<file path="config.mk">
export PLATFORM = sky130hd
export DESIGN_NAME = gfx_fb_reader
export DESIGN_NICKNAME = d
export VERILOG_FILES = /design/src/rtl/gfx_fb_reader.sv
export SDC_FILE = /design/constraint.sdc
export NUM_CORES = 1
export LEC_CHECK = 0
export CAP_MARGIN = 20
export CORE_ASPECT_RATIO = 0.5
export CORE_MARGIN = 4
export CORE_UTILIZATION = 30
export CTS_CLUSTER_SIZE = 25
export DETAILED_ROUTE_END_ITERATION = 8
export PLACE_DENSITY_LB_ADDON = 0.2
export SLEW_MARGIN = 5
export SYNTH_ARGS = -nofsm -noshare
export SYNTH_HDL_FRONTEND = slang
export SYNTH_SLANG_ARGS = --single-unit
</file>
<file path="constraint.sdc">
create_clock -name clk -period 2.97 [get_ports clk]
set_input_delay 0.7425 -clock clk [delete_from_list [all_inputs] [get_ports clk]]
set_output_delay 0.7425 -clock clk [all_outputs]
set_load 0.02 [all_outputs]
</file>
<file path="src/rtl/gfx_fb_reader.sv">
// gfx_fb_reader: fetches one framebuffer frame over an AXI-style read
// channel in raster order and emits it as a gfx pixel stream.
module gfx_fb_reader #(
    parameter int FB_WIDTH       = 640,
    parameter int FB_HEIGHT      = 480,
    parameter int PIXEL_BITS     = 12,
    parameter int AXI_ADDR_WIDTH = 20,
    parameter int AXI_DATA_WIDTH = 16,
    parameter int FIFO_DEPTH     = 4
) (
    input  logic                         clk,
    input  logic                         reset_n,
    input  logic                         start,
    output logic                         busy,
    output logic                         done,
    output logic [AXI_ADDR_WIDTH-1:0]    axi_araddr,
    output logic                         axi_arvalid,
    input  logic                         axi_arready,
    input  logic [AXI_DATA_WIDTH-1:0]    axi_rdata,
    input  logic                         axi_rvalid,
    output logic                         axi_rready,
    output logic                         pvalid,
    input  logic                         pready,
    output logic [$clog2(FB_WIDTH)-1:0]  x,
    output logic [$clog2(FB_HEIGHT)-1:0] y,
    output logic [PIXEL_BITS-1:0]        color,
    output logic                         last
);

    localparam int XW  = $clog2(FB_WIDTH);
    localparam int YW  = $clog2(FB_HEIGHT);
    localparam int PW  = $clog2(FIFO_DEPTH);
    localparam int CW  = PW + 1;
    localparam int CRW = CW + 1;

    localparam logic [XW-1:0] X_MAX = XW'(FB_WIDTH - 1);
    localparam logic [YW-1:0] Y_MAX = YW'(FB_HEIGHT - 1);

    localparam logic [1:0] S_IDLE  = 2'd0;
    localparam logic [1:0] S_ISSUE = 2'd1;
    localparam logic [1:0] S_DRAIN = 2'd2;

    logic [1:0]                state_q, state_d;
    logic                      done_q, done_d;
    logic [XW-1:0]             ar_x_q, ar_x_d;
    logic [YW-1:0]             ar_y_q, ar_y_d;
    logic [AXI_ADDR_WIDTH-1:0] araddr_q, araddr_d;
    logic [CW-1:0]             inflight_q, inflight_d;
    logic [CW-1:0]             count_q, count_d;
    logic [PW-1:0]             wr_ptr_q, wr_ptr_d;
    logic [PW-1:0]             rd_ptr_q, rd_ptr_d;
    logic [XW-1:0]             ox_q, ox_d;
    logic [YW-1:0]             oy_q, oy_d;
    logic [PIXEL_BITS-1:0]     mem [FIFO_DEPTH];

    logic [CRW-1:0] credit;
    logic           ar_acc;
    logic           push;
    logic           pop;
    logic           ar_end;
    logic           pix_last;
    logic           fifo_nempty;

    // Only the low PIXEL_BITS of each read beat carry color.
    generate
        if (AXI_DATA_WIDTH > PIXEL_BITS) begin : g_unused
            logic unused_rdata;
            assign unused_rdata = ^axi_rdata[AXI_DATA_WIDTH-1:PIXEL_BITS];
        end
    endgenerate

    // Handshake qualifiers; reads in flight plus buffered pixels never exceed the FIFO.
    always_comb begin
        credit      = CRW'(inflight_q) + CRW'(count_q);
        busy        = (state_q != S_IDLE);
        axi_arvalid = (state_q == S_ISSUE) && (credit < CRW'(FIFO_DEPTH));
        ar_acc      = axi_arvalid && axi_arready;
        axi_rready  = busy;
        push        = busy && axi_rvalid;
        fifo_nempty = (count_q != '0);
        pop         = fifo_nempty && pready;
        ar_end      = (ar_x_q == X_MAX) && (ar_y_q == Y_MAX);
        pix_last    = (ox_q == X_MAX) && (oy_q == Y_MAX);
        axi_araddr  = araddr_q;
        pvalid      = fifo_nempty;
        color       = fifo_nempty ? mem[rd_ptr_q] : '0;
        last        = fifo_nempty && pix_last;
        x           = ox_q;
        y           = oy_q;
        done        = done_q;
    end

    // Frame control, read-address counter, pixel counter and FIFO bookkeeping.
    always_comb begin
        state_d    = state_q;
        done_d     = 1'b0;
        ar_x_d     = ar_x_q;
        ar_y_d     = ar_y_q;
        araddr_d   = araddr_q;
        ox_d       = ox_q;
        oy_d       = oy_q;
        inflight_d = inflight_q + CW'(ar_acc) - CW'(push);
        count_d    = count_q + CW'(push) - CW'(pop);
        wr_ptr_d   = wr_ptr_q + PW'(push);
        rd_ptr_d   = rd_ptr_q + PW'(pop);
        case (state_q)
            S_IDLE: begin
                if (start) begin
                    state_d  = S_ISSUE;
                    ar_x_d   = '0;
                    ar_y_d   = '0;
                    araddr_d = '0;
                    ox_d     = '0;
                    oy_d     = '0;
                end
            end
            S_ISSUE: begin
                if (ar_acc) begin
                    araddr_d = araddr_q + AXI_ADDR_WIDTH'(1);
                    if (ar_end) begin
                        state_d = S_DRAIN;
                    end else if (ar_x_q == X_MAX) begin
                        ar_x_d = '0;
                        ar_y_d = ar_y_q + YW'(1);
                    end else begin
                        ar_x_d = ar_x_q + XW'(1);
                    end
                end
            end
            default: ;
        endcase
        if (pop) begin
            if (pix_last) begin
                state_d = S_IDLE;
                done_d  = 1'b1;
            end else if (ox_q == X_MAX) begin
                ox_d = '0;
                oy_d = oy_q + YW'(1);
            end else begin
                ox_d = ox_q + XW'(1);
            end
        end
    end

    // Control and counter registers.
    always_ff @(posedge clk or negedge reset_n) begin
        if (!reset_n) begin
            state_q    <= S_IDLE;
            done_q     <= 1'b0;
            ar_x_q     <= '0;
            ar_y_q     <= '0;
            araddr_q   <= '0;
            inflight_q <= '0;
            count_q    <= '0;
            wr_ptr_q   <= '0;
            rd_ptr_q   <= '0;
            ox_q       <= '0;
            oy_q       <= '0;
        end else begin
            state_q    <= state_d;
            done_q     <= done_d;
            ar_x_q     <= ar_x_d;
            ar_y_q     <= ar_y_d;
            araddr_q   <= araddr_d;
            inflight_q <= inflight_d;
            count_q    <= count_d;
            wr_ptr_q   <= wr_ptr_d;
            rd_ptr_q   <= rd_ptr_d;
            ox_q       <= ox_d;
            oy_q       <= oy_d;
        end
    end

    // Pixel storage; contents are only visible through the occupancy count.
    always_ff @(posedge clk) begin
        if (push) begin
            mem[wr_ptr_q] <= axi_rdata[PIXEL_BITS-1:0];
        end
    end

    // The credit scheme must make a push into a full FIFO impossible.
    always_ff @(posedge clk) begin
        if (reset_n && push && !pop) begin
            assert (count_q != CW'(FIFO_DEPTH));
        end
    end

endmodule
</file>
# Word level (Yosys, flattened, before mapping)
# Memory sizes are Yosys's and may differ from the RTL's.
# Index checks and enable logic that the tools add are counted.
# totals
ff_bits	71
latchBits	0
ram_bits	48
mem_bits_ro	0
in_bits	22
output_inout_bits	57
elab_cells	82
mem_count	1
# op_classes
n_addsub	12
multipliers	0
div	0
magnitude_cmp	1
eq_ne	9
shifts	0
mux	34
n_bitwise	0
n_reduce_logical	14
# mem_list
memory	words	word_bits	rd	rd_clocked_by_memory_dff	write_ports	line	source
mem	4	12	1	0	1	54	logic [PIXEL_BITS-1:0] mem [FIFO_DEPTH];
# op_table
operator	n
$mux 10	9
$mux 9	9
$mux 20	2
$pmux 20 s2	1
$add 10x1->10 const B	2
$add 20x1->20 const B	1
$eq 10x10->1 const B	2
$pmux 10 s2	1
$add 9x1->9 const B	2
$eq 9x9->1 const B	2
$pmux 9 s2	1
$mux 12	1
$mux 2	5
$logic_and 1x1->1	7
$add 3x1->3	2
$ne 2x2->1 const B	3
$sub 3x1->3	2
$reduce_and 5->1	1
$add 2x1->2	2
$add 3x3->4	1
$lt 4x3->1 const B	1
$mux 1	4
$pmux 2 s2	1
$reduce_and 4->1	1
6 further kinds	7

# Logic depth before layout (Yosys ltp)
# depth
depth_word	8
depth_mapped	10
mapped_depth_nobuf	10

# Least setup slack after synthesis
# OpenSTA, ideal clock, no wires.
# synth_path
path_kind	input to register
startpoint	input pready
endpoint	register count_q[2]
setup_time_ns	0.126
t_arrival_ns	2.229
required_ns	2.844
path_slack_ns	0.615
path_stages	9
path_buffers	0
path_cell_list	o31ai_1 > clkinv_1 > ha_1 > inv_1 > ha_1 > inv_1 > fa_1 > xnor2_1 > xnor2_1
# synth_between
elab_chain_cells	2
# synth_rtl
item	line	source
from (decl)	23	input logic pready,
$logic_and 1x1->1	81	pop = fifo_nempty && pready;
$sub 3x1->3	103	count_d = count_q + CW'(push) - CW'(pop);
named net count_d[2]	49	logic [CW-1:0] count_q, count_d;
to (signal assigned)	166	count_q <= count_d;
to (decl)	49	
# The timed path passes the listed nets, and every way through them passes these cells.
# A chain may end at the register's enable or synchronous reset.

# Worst setup path in the final report
# layout_path
startpoint	register rd_ptr_q[0]
endpoint	output color[7]
# layout_between
elab_chain_cells	2
# layout_rtl
item	line	source
from (decl)	51	logic [PW-1:0] rd_ptr_q, rd_ptr_d;
from (signal assigned)	168	rd_ptr_q <= rd_ptr_d;
$mem_v2 4x12	n/a	
$mux 12	86	color = fifo_nempty ? mem[rd_ptr_q] : '0;
to (decl)	26	output logic [PIXEL_BITS-1:0] color,
# Every way passes these cells.

==> flow_summary.yaml <==
routing:
  route.detailed.vias_per_inst: 4.94
  drt_drc_violations_left: 0
  detail_route.wirelength_um: 13400
  via_count: 4074
  drtPass1Iterations: 4
  wire_length_per_cell_um: 16.3
  drtAntennaViolNets: 0
  detail_route.iter0.violations: 224
sta:
  timing.final.max_slew_violations: 0
  slew_headroom_pct: 49.4
  final-hold-violation-count: 0
  final.period_utilization_pct: 95.1
  achievable-frequency_mhz: 354
  tightestPinTransition_ps: 759
  setup_viol: 0
  rsz_0062_raised_after_global_routing: "no"
  timing.hold.ws_ps: 406
  setup_tns_ps: 0
  clock_skew_ps: 7.84
  min_period_ps: 2820
power:
  total_leakage_power_nw: 2.94
  pwr_density_cell_nw_per_um2: 855
  vdd.ir_drop.worst_uv: 300
logic_synthesis:
  synth-seq-area-share_pct: 57.8
  netlist_top_cells_area: "sky130_fd_sc_hd__dfrtp_1 (32%), sky130_fd_sc_hd__edfxtp_1 (26%), sky130_fd_sc_hd__mux4_2 (4.9%)"
  yosys.cell_count.top_type: "sky130_fd_sc_hd__dfrtp_1"
  synth_nets: 512
  yosys.cell_types.count: 52
  synth_top_flop_cell: "sky130_fd_sc_hd__dfrtp_1"
  edff_count_synth: 48
  top_cell_type_by_total_area_after_synthesis: "sky130_fd_sc_hd__dfrtp_1"
  proportion_of_synthesized_flip_flops_having_asynchronous_set_or_reset_pct: 59.7
  mappedNetlistArea_um2: 5560
  yosys-top-cells-count: "sky130_fd_sc_hd__dfrtp_1 (71), sky130_fd_sc_hd__edfxtp_1 (48), sky130_fd_sc_hd__nand2_1 (43)"
  synthXorXnorAreaFrac_pct: 4.25
  synth_top_area_share_pct: 31.9
  synth_area_per_inst_um2: 11.7
  post_synth_mux_area_share_pct: 5.06
  synth_top_family_by_area: "simple AND/OR/NAND/NOR gates"
  synth_compound_area_share_pct: 7.87
  synth.yosys.warnings: 0
  synth-adder-area-share_pct: 3.42
  ys_ff_latch: 119
  synthCells: 476
  simple_gate_portion_of_the_synthesized_area_pct: 19.3
critical_path:
  crit_path_max_fanout: 4
  data_arrival_time_of_the_critical_path_ps: 2080
  ws_path_type: "reg2out"
  r2r_start: "ar_y_q[0]"
  worstSetupStartpoint: "rd_ptr_q[0]"
  endpoint_kind: "output pin"
  critical_path_required_ps: 2230
  timing.critical_path.from_type: "register"
outcome:
  result_of_the_run: "finished, final reports clean"
grt:
  grt_pass1_vias: 4248
  globalRouteOverflowTotal: 0
  grt_start_max_net_pins: 32
  grt.total_usage_pct: 13.4
  initial_antenna_violation_count: 0
  global_route_wire_length_before_repair_um: 22600
cells_and_area:
  n_fill_cell: 1684
  drive_gt1_share_pct: 12.5
  finish.net_count: 613
  areaGrowthSynthToFinish_pct: 32.2
  multi_input_comb_area_um2: 2250
  post-route-util_pct: 41.4
  diode_insertion_count_for_antenna_repair: 0
  area.sequential_um2: 3220
clocking:
  worst_skew_pair.late_latency_ps: 410
  cts_root_buf: "sky130_fd_sc_hd__clkbuf_16"
  clk_pin_slew_ps: 50
  tritoncts_clock_tree: "built"
  clock_tree.buffer_depth: 2
  cts_num_sinks: 119
  cts_max_level: 4
  postCtsSetupBuffers: 0
  cts_inserted_buffers: 17
  cts_hold_buf: 0
hold_path:
  worstHoldPathType: "in2async"
place:
  placement.io_buffers: 74
  detailedPlacementHpwl_um: 9180
  final_gp_congestion: 0.759
floorplan:
  core_area_um2: 17800
  design.portCount: 79
  initial_utilization_pct: 31.3
  die_area_um2: 20900
  fp.dieW_um: 201
  num_rows: 34
  floorplan.die.height_um: 104
job:
  max-cap-violations: 0
-- cell families (layout without fill, tap and decap cells) --
kind of cell / count (synthesis) / count (layout)
AOI/OAI and AO/OA: 71 / 71
xor gates and xnor gates: 27 / 27
adders and majority gates: 14 / 14
buffers and inverters: 30 / 144
DFF: 119 / 119
muxes: 13 / 13
and+or+nand+nor: 202 / 202
-- cell usage in the layout (no fill, tap or decap), types with 2 or more instances in the layout --
master / Yosys / final
sky130_fd_sc_hd__clkbuf_8: 0 / 3
sky130_fd_sc_hd__or4_1: 7 / 7
sky130_fd_sc_hd__ha_1: 12 / 12
sky130_fd_sc_hd__and2_1: 2 / 2
sky130_fd_sc_hd__nand3_1: 25 / 25
sky130_fd_sc_hd__dlygate4sd2_1: 0 / 11
sky130_fd_sc_hd__clkbuf_16: 0 / 17
sky130_fd_sc_hd__nand2_1: 43 / 43
sky130_fd_sc_hd__a21oi_1: 16 / 16
sky130_fd_sc_hd__nor2_1: 41 / 41
sky130_fd_sc_hd__nor3_1: 16 / 13
sky130_fd_sc_hd__edfxtp_1: 48 / 48
sky130_fd_sc_hd__bufinv_16: 0 / 4
sky130_fd_sc_hd__or3_1: 4 / 4
sky130_fd_sc_hd__nor2b_1: 13 / 13
sky130_fd_sc_hd__xor2_1: 17 / 17
sky130_fd_sc_hd__and4_1: 5 / 5
sky130_fd_sc_hd__o41ai_1: 2 / 2
sky130_fd_sc_hd__buf_12: 0 / 2
sky130_fd_sc_hd__clkbuf_1: 8 / 3
sky130_fd_sc_hd__buf_4: 3 / 20
sky130_fd_sc_hd__o21ai_1: 4 / 4
sky130_fd_sc_hd__nor3_2: 0 / 3
sky130_fd_sc_hd__nand4b_1: 4 / 4
sky130_fd_sc_hd__a31oi_1: 2 / 2
sky130_fd_sc_hd__fa_1: 2 / 2
sky130_fd_sc_hd__a22o_1: 4 / 4
sky130_fd_sc_hd__inv_1: 15 / 15
sky130_fd_sc_hd__nand4_1: 19 / 19
sky130_fd_sc_hd__clkinvlp_4: 0 / 2
sky130_fd_sc_hd__mux4_2: 12 / 12
sky130_fd_sc_hd__clkinv_1: 1 / 3
sky130_fd_sc_hd__and3_1: 13 / 13
sky130_fd_sc_hd__xnor2_1: 10 / 10
sky130_fd_sc_hd__clkdlybuf4s50_1: 0 / 61
sky130_fd_sc_hd__o21ai_0: 26 / 26
sky130_fd_sc_hd__dfrtp_1: 71 / 70
sky130_fd_sc_hd__o31ai_1: 7 / 7
-- through the flow --
step | cell area, um^2 | instances | power, mW | setup slack, ps
finish | 7360 | 824 | 6.29 | 146
global route | 7360 | 824 | 6.64 | 15.8
CTS | 7350 | 824 | 6.38 | 3.83
detailed placement | 6740 | 792 | 4.25 | 231
global placement | 6740 | 792 | 4.21 | 269
floorplan | 5560 | 476 | 3.39 | 615
-- registers in the layout, indices dropped and copies added, names as in the netlist --
signal and count:
ar_x_q 10, ar_y_q 9, axi_araddr 20, count_q 3
done 1, inflight_q 3, mem 48, rd_ptr_q 2
state_q 2, wr_ptr_q 2, x 10, y 9
-- layer usage --
metal	vias to the layer above	share of wire (%)	track usage [%]
met2	49	48	21.8
met3	17	2.9	3.49
li1	1961	-	-
met4	0	1.6	4.66
met5	-	0	0
met1	2047	48	17.6
-- final cells by class --
type	instances	share of cell area, %
clock buffers	23	6.50
multi-input cells	327	30.5
flip-flops and latches	119	43.8
well taps	234	3.98
clock inverters	9	2.01
inverters	16	0.816
repair buffers	96	12.4
-- where the power goes --
group          internal [mW]  switching [mW]  total, mW
Sequential              2.01           0.218       2.23
Combinational          0.860            1.02       1.88
Clock                   1.46           0.720       2.18
-- path summary, 6_finish.rpt --
| check | to | slack, ps | cells past startpoint |
|---|---|---|---|
| max | color[7] | 150 | 3 |
| min | ar_x_q[0] | 410 | 1 |
| max reg2reg | ar_x_q[9] | 530 | 7 |
| min reg2reg | ar_x_q[1] | 520 | 2 |
| max in group asynchronous | rd_ptr_q[0] | 1840 | 2 |
| min in group clk | ar_x_q[1] | 520 | 2 |
-- what timing repair did --
| item | CTS | global route |
|---|---|---|
| pin swaps | 0 | 0 |
| resized for setup | 12 | 2 |
| setup endpoints to repair | 12 | 2 |
-- worst max-delay path, cell delays in order, from the launching register on --
cell and delay [ps]:
sky130_fd_sc_hd__dfrtp_2 430, sky130_fd_sc_hd__mux4_2 520, sky130_fd_sc_hd__nor2b_1 160, sky130_fd_sc_hd__clkdlybuf4s50_1 550
Note: power is estimated with default switching activity, not from simulation.
